$ cat config.mk
export PLATFORM = sky130hd
export DESIGN_NAME = leglite_io_port_flat
export DESIGN_NICKNAME = d
export VERILOG_FILES = /design/src/rtl/leglite_io_pkg.sv /design/src/rtl/leglite_io_port_if.sv /design/src/rtl/leglite_io_port_sw_debounce.sv /design/src/rtl/leglite_io_port.sv /design/src/flat_wrapper.sv
export SDC_FILE = /design/constraint.sdc
export NUM_CORES = 1
export LEC_CHECK = 0
export ABC_AREA = 1
export CORE_MARGIN = 3
export CORE_UTILIZATION = 34
export CTS_CLUSTER_SIZE = 8
export DETAILED_ROUTE_END_ITERATION = 16
export GPL_ROUTABILITY_DRIVEN = 0
export PLACE_DENSITY = 0.83
export SLEW_MARGIN = 20
export SYNTH_ARGS = -nofsm -noshare
export SYNTH_HDL_FRONTEND = slang
export SYNTH_SLANG_ARGS = --single-unit
$ cat constraint.sdc
create_clock -name clock -period 1.8 [get_ports clock]
set_input_delay 0.36 -clock clock [delete_from_list [all_inputs] [get_ports clock]]
set_output_delay 0.36 -clock clock [all_outputs]
set_load 0.03 [all_outputs]
$ cat src/rtl/leglite_io_pkg.sv
// Shared constants for the LEGLite memory-mapped I/O port: data width,
// register byte offsets inside the 8-byte window and TSTAT bit positions.
package leglite_io_pkg;

   localparam int DATA_W = 16;
   typedef logic [DATA_W-1:0] data_t;

   localparam logic [2:0] OFS_SW    = 3'd0;
   localparam logic [2:0] OFS_EDGE  = 3'd2;
   localparam logic [2:0] OFS_TLOAD = 3'd4;
   localparam logic [2:0] OFS_TSTAT = 3'd6;

   localparam int TSTAT_RUN = 0;
   localparam int TSTAT_EXP = 1;

   // Byte offset of a halfword register from address bits [2:1].
   function automatic logic [2:0] ofs_of(input logic [1:0] word_sel);
      return {word_sel, 1'b0};
   endfunction

endpackage

$ cat src/rtl/leglite_io_port_if.sv
// CPU data-bus signals seen by the I/O port. The CPU (master) drives address,
// store data and strobes; the port (slave) returns combinational load data and hit.
interface leglite_io_port_if;
   import leglite_io_pkg::*;

   data_t draddr;
   data_t dwdata;
   logic  dwrite;
   logic  dread;
   data_t drdata;
   logic  hit;

   modport master (output draddr, output dwdata, output dwrite, output dread,
                   input drdata, input hit);
   modport slave  (input draddr, input dwdata, input dwrite, input dread,
                   output drdata, output hit);
endinterface

$ cat src/rtl/leglite_io_port_sw_debounce.sv
// Switch debouncer: two-flop synchronizer followed by a counter that must see
// DEB_CYCLES consecutive differing samples before the stable value follows.
module sw_debounce #(
   parameter int DEB_CYCLES = 4
) (
   input  logic clock,
   input  logic reset,
   input  logic raw,
   output logic stable,
   output logic rise
);

   localparam int CW = $clog2(DEB_CYCLES);

   if (DEB_CYCLES < 2) begin : g_bad_deb
      $error("sw_debounce: DEB_CYCLES must be at least 2");
   end

   logic          sync1_q;
   logic          s2_q;
   logic          stable_q;
   logic [CW-1:0] cnt_q;
   logic          settle;

   // settle marks the edge on which stable takes the synchronized value.
   assign settle = (s2_q != stable_q) && (cnt_q == CW'(DEB_CYCLES - 1));

   always_ff @(posedge clock) begin
      if (reset) begin
         sync1_q  <= 1'b0;
         s2_q     <= 1'b0;
         stable_q <= 1'b0;
         cnt_q    <= '0;
      end else begin
         sync1_q <= raw;
         s2_q    <= sync1_q;
         if (s2_q == stable_q) begin
            cnt_q <= '0;
         end else if (settle) begin
            stable_q <= s2_q;
            cnt_q    <= '0;
         end else begin
            cnt_q <= cnt_q + CW'(1);
         end
      end
   end

   assign stable = stable_q;
   assign rise   = settle & s2_q;

endmodule

$ cat src/rtl/leglite_io_port.sv
// Memory-mapped I/O responder: debounced switches, W1C edge flags and an
// optional countdown timer enabled by the LEGLITE_IO_TIMER_EN macro.
module leglite_io_port
   import leglite_io_pkg::*;
#(
   parameter logic [15:0] BASE       = 16'hFFF0,
   parameter int          DEB_CYCLES = 4,
   parameter int          PRESCALE   = 1
) (
   input  logic               clock,
   input  logic               reset,
   leglite_io_port_if.slave   bus,
   input  logic               io_sw0,
   input  logic               io_sw1
);

   if (PRESCALE < 1) begin : g_bad_prescale
      $error("leglite_io_port: PRESCALE must be at least 1");
   end

   logic       hit;
   logic [2:0] ofs;
   logic       wr_hit;
   logic       wr_edge;
   logic [1:0] sw_stable;
   logic [1:0] sw_rise;
   logic [1:0] edge_flags_d;
   logic [1:0] edge_flags_q;
   data_t      rdata;
   data_t      tload_rd;
   data_t      tstat_rd;
   logic       unused_bits;

   assign hit     = (bus.draddr[15:3] == BASE[15:3]);
   assign ofs     = ofs_of(bus.draddr[2:1]);
   assign wr_hit  = bus.dwrite && hit;
   assign wr_edge = wr_hit && (ofs == OFS_EDGE);

   // Byte-lane bit and upper store-data bits are not part of every build.
   assign unused_bits = ^{bus.draddr[0], bus.dwdata};

   sw_debounce #(.DEB_CYCLES(DEB_CYCLES)) u_deb_sw0 (
      .clock  (clock),
      .reset  (reset),
      .raw    (io_sw0),
      .stable (sw_stable[0]),
      .rise   (sw_rise[0])
   );

   sw_debounce #(.DEB_CYCLES(DEB_CYCLES)) u_deb_sw1 (
      .clock  (clock),
      .reset  (reset),
      .raw    (io_sw1),
      .stable (sw_stable[1]),
      .rise   (sw_rise[1])
   );

   // Set is applied after clear so a same-edge rise survives a W1C store.
   always_comb begin
      edge_flags_d = edge_flags_q;
      if (wr_edge) begin
         edge_flags_d = edge_flags_d & ~bus.dwdata[1:0];
      end
      edge_flags_d = edge_flags_d | sw_rise;
   end

   always_ff @(posedge clock) begin
      if (reset) begin
         edge_flags_q <= '0;
      end else begin
         edge_flags_q <= edge_flags_d;
      end
   end

`ifdef LEGLITE_IO_TIMER_EN
   localparam int PW = (PRESCALE > 1) ? $clog2(PRESCALE) : 1;

   logic          wr_tload;
   logic          wr_tstat;
   data_t         count_d, count_q;
   logic [PW-1:0] presc_d, presc_q;
   logic          run_d, run_q;
   logic          exp_d, exp_q;

   assign wr_tload = wr_hit && (ofs == OFS_TLOAD);
   assign wr_tstat = wr_hit && (ofs == OFS_TSTAT);

   // Priority, lowest first: W1C clear, countdown/expiry, then a TLOAD store.
   always_comb begin
      count_d = count_q;
      presc_d = presc_q;
      run_d   = run_q;
      exp_d   = exp_q;
      if (wr_tstat && bus.dwdata[TSTAT_EXP]) begin
         exp_d = 1'b0;
      end
      if (run_q) begin
         if (presc_q == PW'(PRESCALE - 1)) begin
            presc_d = '0;
            if (count_q != '0) begin
               count_d = count_q - data_t'(1);
            end
            if (count_q <= data_t'(1)) begin
               run_d = 1'b0;
               exp_d = 1'b1;
            end
         end else begin
            presc_d = presc_q + PW'(1);
         end
      end
      if (wr_tload) begin
         count_d = bus.dwdata;
         presc_d = '0;
         run_d   = (bus.dwdata != '0);
         exp_d   = (bus.dwdata == '0);
      end
   end

   always_ff @(posedge clock) begin
      if (reset) begin
         count_q <= '0;
         presc_q <= '0;
         run_q   <= 1'b0;
         exp_q   <= 1'b0;
      end else begin
         count_q <= count_d;
         presc_q <= presc_d;
         run_q   <= run_d;
         exp_q   <= exp_d;
      end
   end

   always_comb begin
      tload_rd            = count_q;
      tstat_rd            = '0;
      tstat_rd[TSTAT_RUN] = run_q;
      tstat_rd[TSTAT_EXP] = exp_q;
   end
`else
   assign tload_rd = '0;
   assign tstat_rd = '0;
`endif

   always_comb begin
      rdata = '0;
      if (bus.dread && hit) begin
         case (ofs)
            OFS_SW:    rdata = {{(DATA_W-2){1'b0}}, sw_stable};
            OFS_EDGE:  rdata = {{(DATA_W-2){1'b0}}, edge_flags_q};
            OFS_TLOAD: rdata = tload_rd;
            OFS_TSTAT: rdata = tstat_rd;
            default:   rdata = '0;
         endcase
      end
   end

   assign bus.drdata = rdata;
   assign bus.hit    = hit;

endmodule

$ cat src/flat_wrapper.sv
// flat-port wrapper written by rule: the top's interface ports become plain ports
module leglite_io_port_flat import leglite_io_pkg::*;
#(
   parameter logic [15:0] BASE       = 16'hFFF0,
   parameter int          DEB_CYCLES = 4,
   parameter int          PRESCALE   = 1
)
  (clock, reset, io_sw0, io_sw1, bus_draddr, bus_dwdata, bus_dwrite, bus_dread, bus_drdata, bus_hit);
  leglite_io_port_if bus_i ();
  input  logic clock;
  input  logic reset;
  input  logic io_sw0;
  input  logic io_sw1;
  input wire logic [$bits(bus_i.draddr)-1:0] bus_draddr;
  input wire logic [$bits(bus_i.dwdata)-1:0] bus_dwdata;
  input wire logic [$bits(bus_i.dwrite)-1:0] bus_dwrite;
  input wire logic [$bits(bus_i.dread)-1:0] bus_dread;
  output wire logic [$bits(bus_i.drdata)-1:0] bus_drdata;
  output wire logic [$bits(bus_i.hit)-1:0] bus_hit;
  assign bus_i.draddr = bus_draddr;
  assign bus_i.dwdata = bus_dwdata;
  assign bus_i.dwrite = bus_dwrite;
  assign bus_i.dread = bus_dread;
  assign bus_drdata = bus_i.drdata;
  assign bus_hit = bus_i.hit;
  leglite_io_port #(.BASE(BASE), .DEB_CYCLES(DEB_CYCLES), .PRESCALE(PRESCALE)) u_core (.clock(clock), .reset(reset), .bus(bus_i), .io_sw0(io_sw0), .io_sw1(io_sw1));
endmodule
==> out/results.ini, run 1 <==
[final_layout]
antenna_cells=0
drive_gt1_frac=0.171
final_cell_mix=conb_1 (14), dlygate4sd2_1 (14), inv_1 (12), nor2_1 (12), dfxtp_1 (12)
utilization=0.513
syn2layout_area_growth_pct=36.7
final-instance-count-excl-fill=142
nNetsFinal=159
fill_cells=183

[grt]
antenna_found_initial=0
grt_pass1_vias=526
grt.total_usage=0.105
grt_max_degree=8
grt_pass1_wl_mm=2.06
grt-ovfl-total=0

[floorplan]
start_util=0.375
dieArea_mm2=0.00256
dieHeight_um=50.6
ioPinCount=55
placementRows=15
dieWidth_um=50.6
core_mm2=0.00180

[synth]
synth.ff_latch_count=12
syn_inst=88
ys_seq_area_frac=0.356
syn_area_um2=676
syn_avg_cell_area_um2=7.68
yosysWarnings=0
synth_cell_types=20

[routing]
drc=0
antenna_left=0
first_pass_iters=2
viasPerCell=4.00
drt_first_iter_violations=2
drt_wl_total_mm=1.18
wl_per_cell_um=8.34
vias=568

[worst_setup_path]
cp-start-kind=input pin
r2r-start=u_core.u_deb_sw0.cnt_q[0]
critical_path.startpoint=bus_draddr[1]
crit_arrival_ns=1.36
end_kind=primary output
path_class=in2out
cp_data_required_time_ns=1.44
cp_max_fo=2

[power]
clockPowerShare=0.288
switching_share=0.261
internal_power_mw=0.387
p_total_mw=0.524
power_density_mw_per_mm2=567
switchingPower_mw=0.136
ir_drop_mv=0.436
power_frac_comb=0.190
leakagePower_nw=0.445
seqPwrFrac=0.522

[sta]
setup_ws_ns=0.0755
skew_ns=0.00670
final.setup.tns_ns=0
fmax_mhz=580
period_share=0.958
hold_violations=0
rsz0062_at_grt=false
final-setup-viol-count=0
finalCriticalPeriod_ns=1.72
slew_violations=0

[placed_design]
place_inst=139
port-buffer-count=25
place_ws_ns=-0.0981
hpwl_mm=1.03

[min_path]
min_from=u_core.u_deb_sw1.sync1_q
worstHoldPathType=reg2reg

[clock_tree]
cts_num_sinks=12
clk_pin_slew_ns=0.07
cts_hold_buf=0
cts_tree=done
insertion_delay_ns=0.26
cts_buffers=3
cts_root_buf=clkbuf_4
post_cts_buffers=0
clockBufferDepth=2
cts_max_level=1

[flow_run]
maxCapViolCount=0

[run_status]
outcome=finished clean

==> stage by stage <==
stage / hold slack, ns / area [µm²]
floorplan: 0.388 / 724
global route: 0.422 / 923
global placement: 0.390 / 908
CTS: 0.399 / 921
detailed placement: 0.392 / 908
finish: 0.393 / 923
==> path summary, 6_finish.rpt <==
path | end | slack [ns] | cells after the start
setup reg to reg | u_core.u_deb_sw0.cnt_q[1] | 0.91 | 4
setup / recovery | bus_drdata[0] | 0.08 | 5
hold / removal | u_core.u_deb_sw1.s2_q | 0.39 | 2
hold reg to reg | u_core.u_deb_sw1.s2_q | 0.39 | 2
==> cell usage after synthesis <==
| library cell | n | area [µm²] |
|---|---|---|
| inv_2 | 1 | 3.75 |
| nand3_1 | 5 | 25.0 |
| a21oi_1 | 2 | 10.0 |
| inv_1 | 12 | 45.0 |
| ha_1 | 2 | 25.0 |
| dfxtp_1 | 12 | 240 |
| nor2_4 | 1 | 11.3 |
| buf_4 | 14 | 105 |
| nor2_2 | 1 | 6.26 |
| o21ai_0 | 1 | 5.00 |
| conb_1 | 1 | 3.75 |
| and3_2 | 1 | 7.51 |
| or2_1 | 3 | 18.8 |
| nand3_2 | 3 | 30.0 |
| nand2_2 | 2 | 12.5 |
| a21oi_2 | 2 | 17.5 |
| nor2_1 | 12 | 45.0 |
| nand2_1 | 10 | 37.5 |
| o21ai_2 | 1 | 8.76 |
| xor2_1 | 2 | 17.5 |
==> logic make-up after synthesis <==
logic type,synth area share
and+or+nand+nor,0.287
xor gates and xnor gates,0.0259
AOI/OAI and AO/OA,0.0611
DFF,0.356
adders and majority gates,0.0370
other,0.00555
buffers and inverters,0.228
==> layout make-up <==
| type | instances | area (µm²) | area share |
|---|---|---|---|
| multi-input combinational | 62 | 330 | 0.358 |
| clock buffer | 3 | 22.5 | 0.0244 |
| inverter | 13 | 48.8 | 0.0528 |
| tap | 25 | 31.3 | 0.0339 |
| sequential | 12 | 240 | 0.260 |
| timing repair buffer | 27 | 250 | 0.271 |
==> sequential cells by signal, indices dropped and copies added, names as in the netlist <==
register                  count
u_core.edge_flags_q           2
u_core.u_deb_sw0.cnt_q        2
u_core.u_deb_sw1.cnt_q        2
u_core.u_deb_sw0.s2_q         1
u_core.u_deb_sw0.stable       1
u_core.u_deb_sw0.sync1_q      1
u_core.u_deb_sw1.s2_q         1
u_core.u_deb_sw1.stable       1
u_core.u_deb_sw1.sync1_q      1
==> repair_timing <==
item | in CTS | in global routing
pin swaps | 16 | 3
gates resized for setup | 16 | 1
endpoints found under the setup margin | 3 | 1
==> worst max-delay path, stage by stage <==
cell and delay, ns:
dlygate4sd2_1 0.24, or2_1 0.23, or2_1 0.24, a21oi_2 0.15, buf_6 0.14
==> power groups by stage <==
stage / registers [mW] / clock network [mW] / logic [mW]
finish: 0.274 / 0.151 / 0.0992
floorplan: 0.279 / 0 / 0.0787
global placement: 0.279 / 0 / 0.108
CTS: 0.273 / 0.162 / 0.0997
detailed placement: 0.280 / 0 / 0.110
global route: 0.274 / 0.172 / 0.108
==> layer usage <==
layer | wire (µm) | part of all wire | vias to the layer above | GRT usage
li1 | - | - | 300 | -
met5 | 0 | 0 | - | 0
met3 | 145 | 0.12 | 0 | 0.0564
met2 | 589 | 0.50 | 27 | 0.183
met4 | 0 | 0 | 0 | 0.0404
met1 | 449 | 0.38 | 241 | 0.104
No activity file was read; power rests on OpenSTA's default activity.
==> inputs of run 2 (changes only) <==
--- a/config.mk
+++ b/config.mk
@@ -8,7 +8,7 @@
 export ABC_AREA = 1
 export CORE_MARGIN = 3
 export CORE_UTILIZATION = 34
-export CTS_CLUSTER_SIZE = 8
+export CTS_CLUSTER_SIZE = 24
 export DETAILED_ROUTE_END_ITERATION = 16
 export GPL_ROUTABILITY_DRIVEN = 0
 export PLACE_DENSITY = 0.83
==> results of run 2 <==
The final DEF is identical to that of run 1; final timing and power are the same.
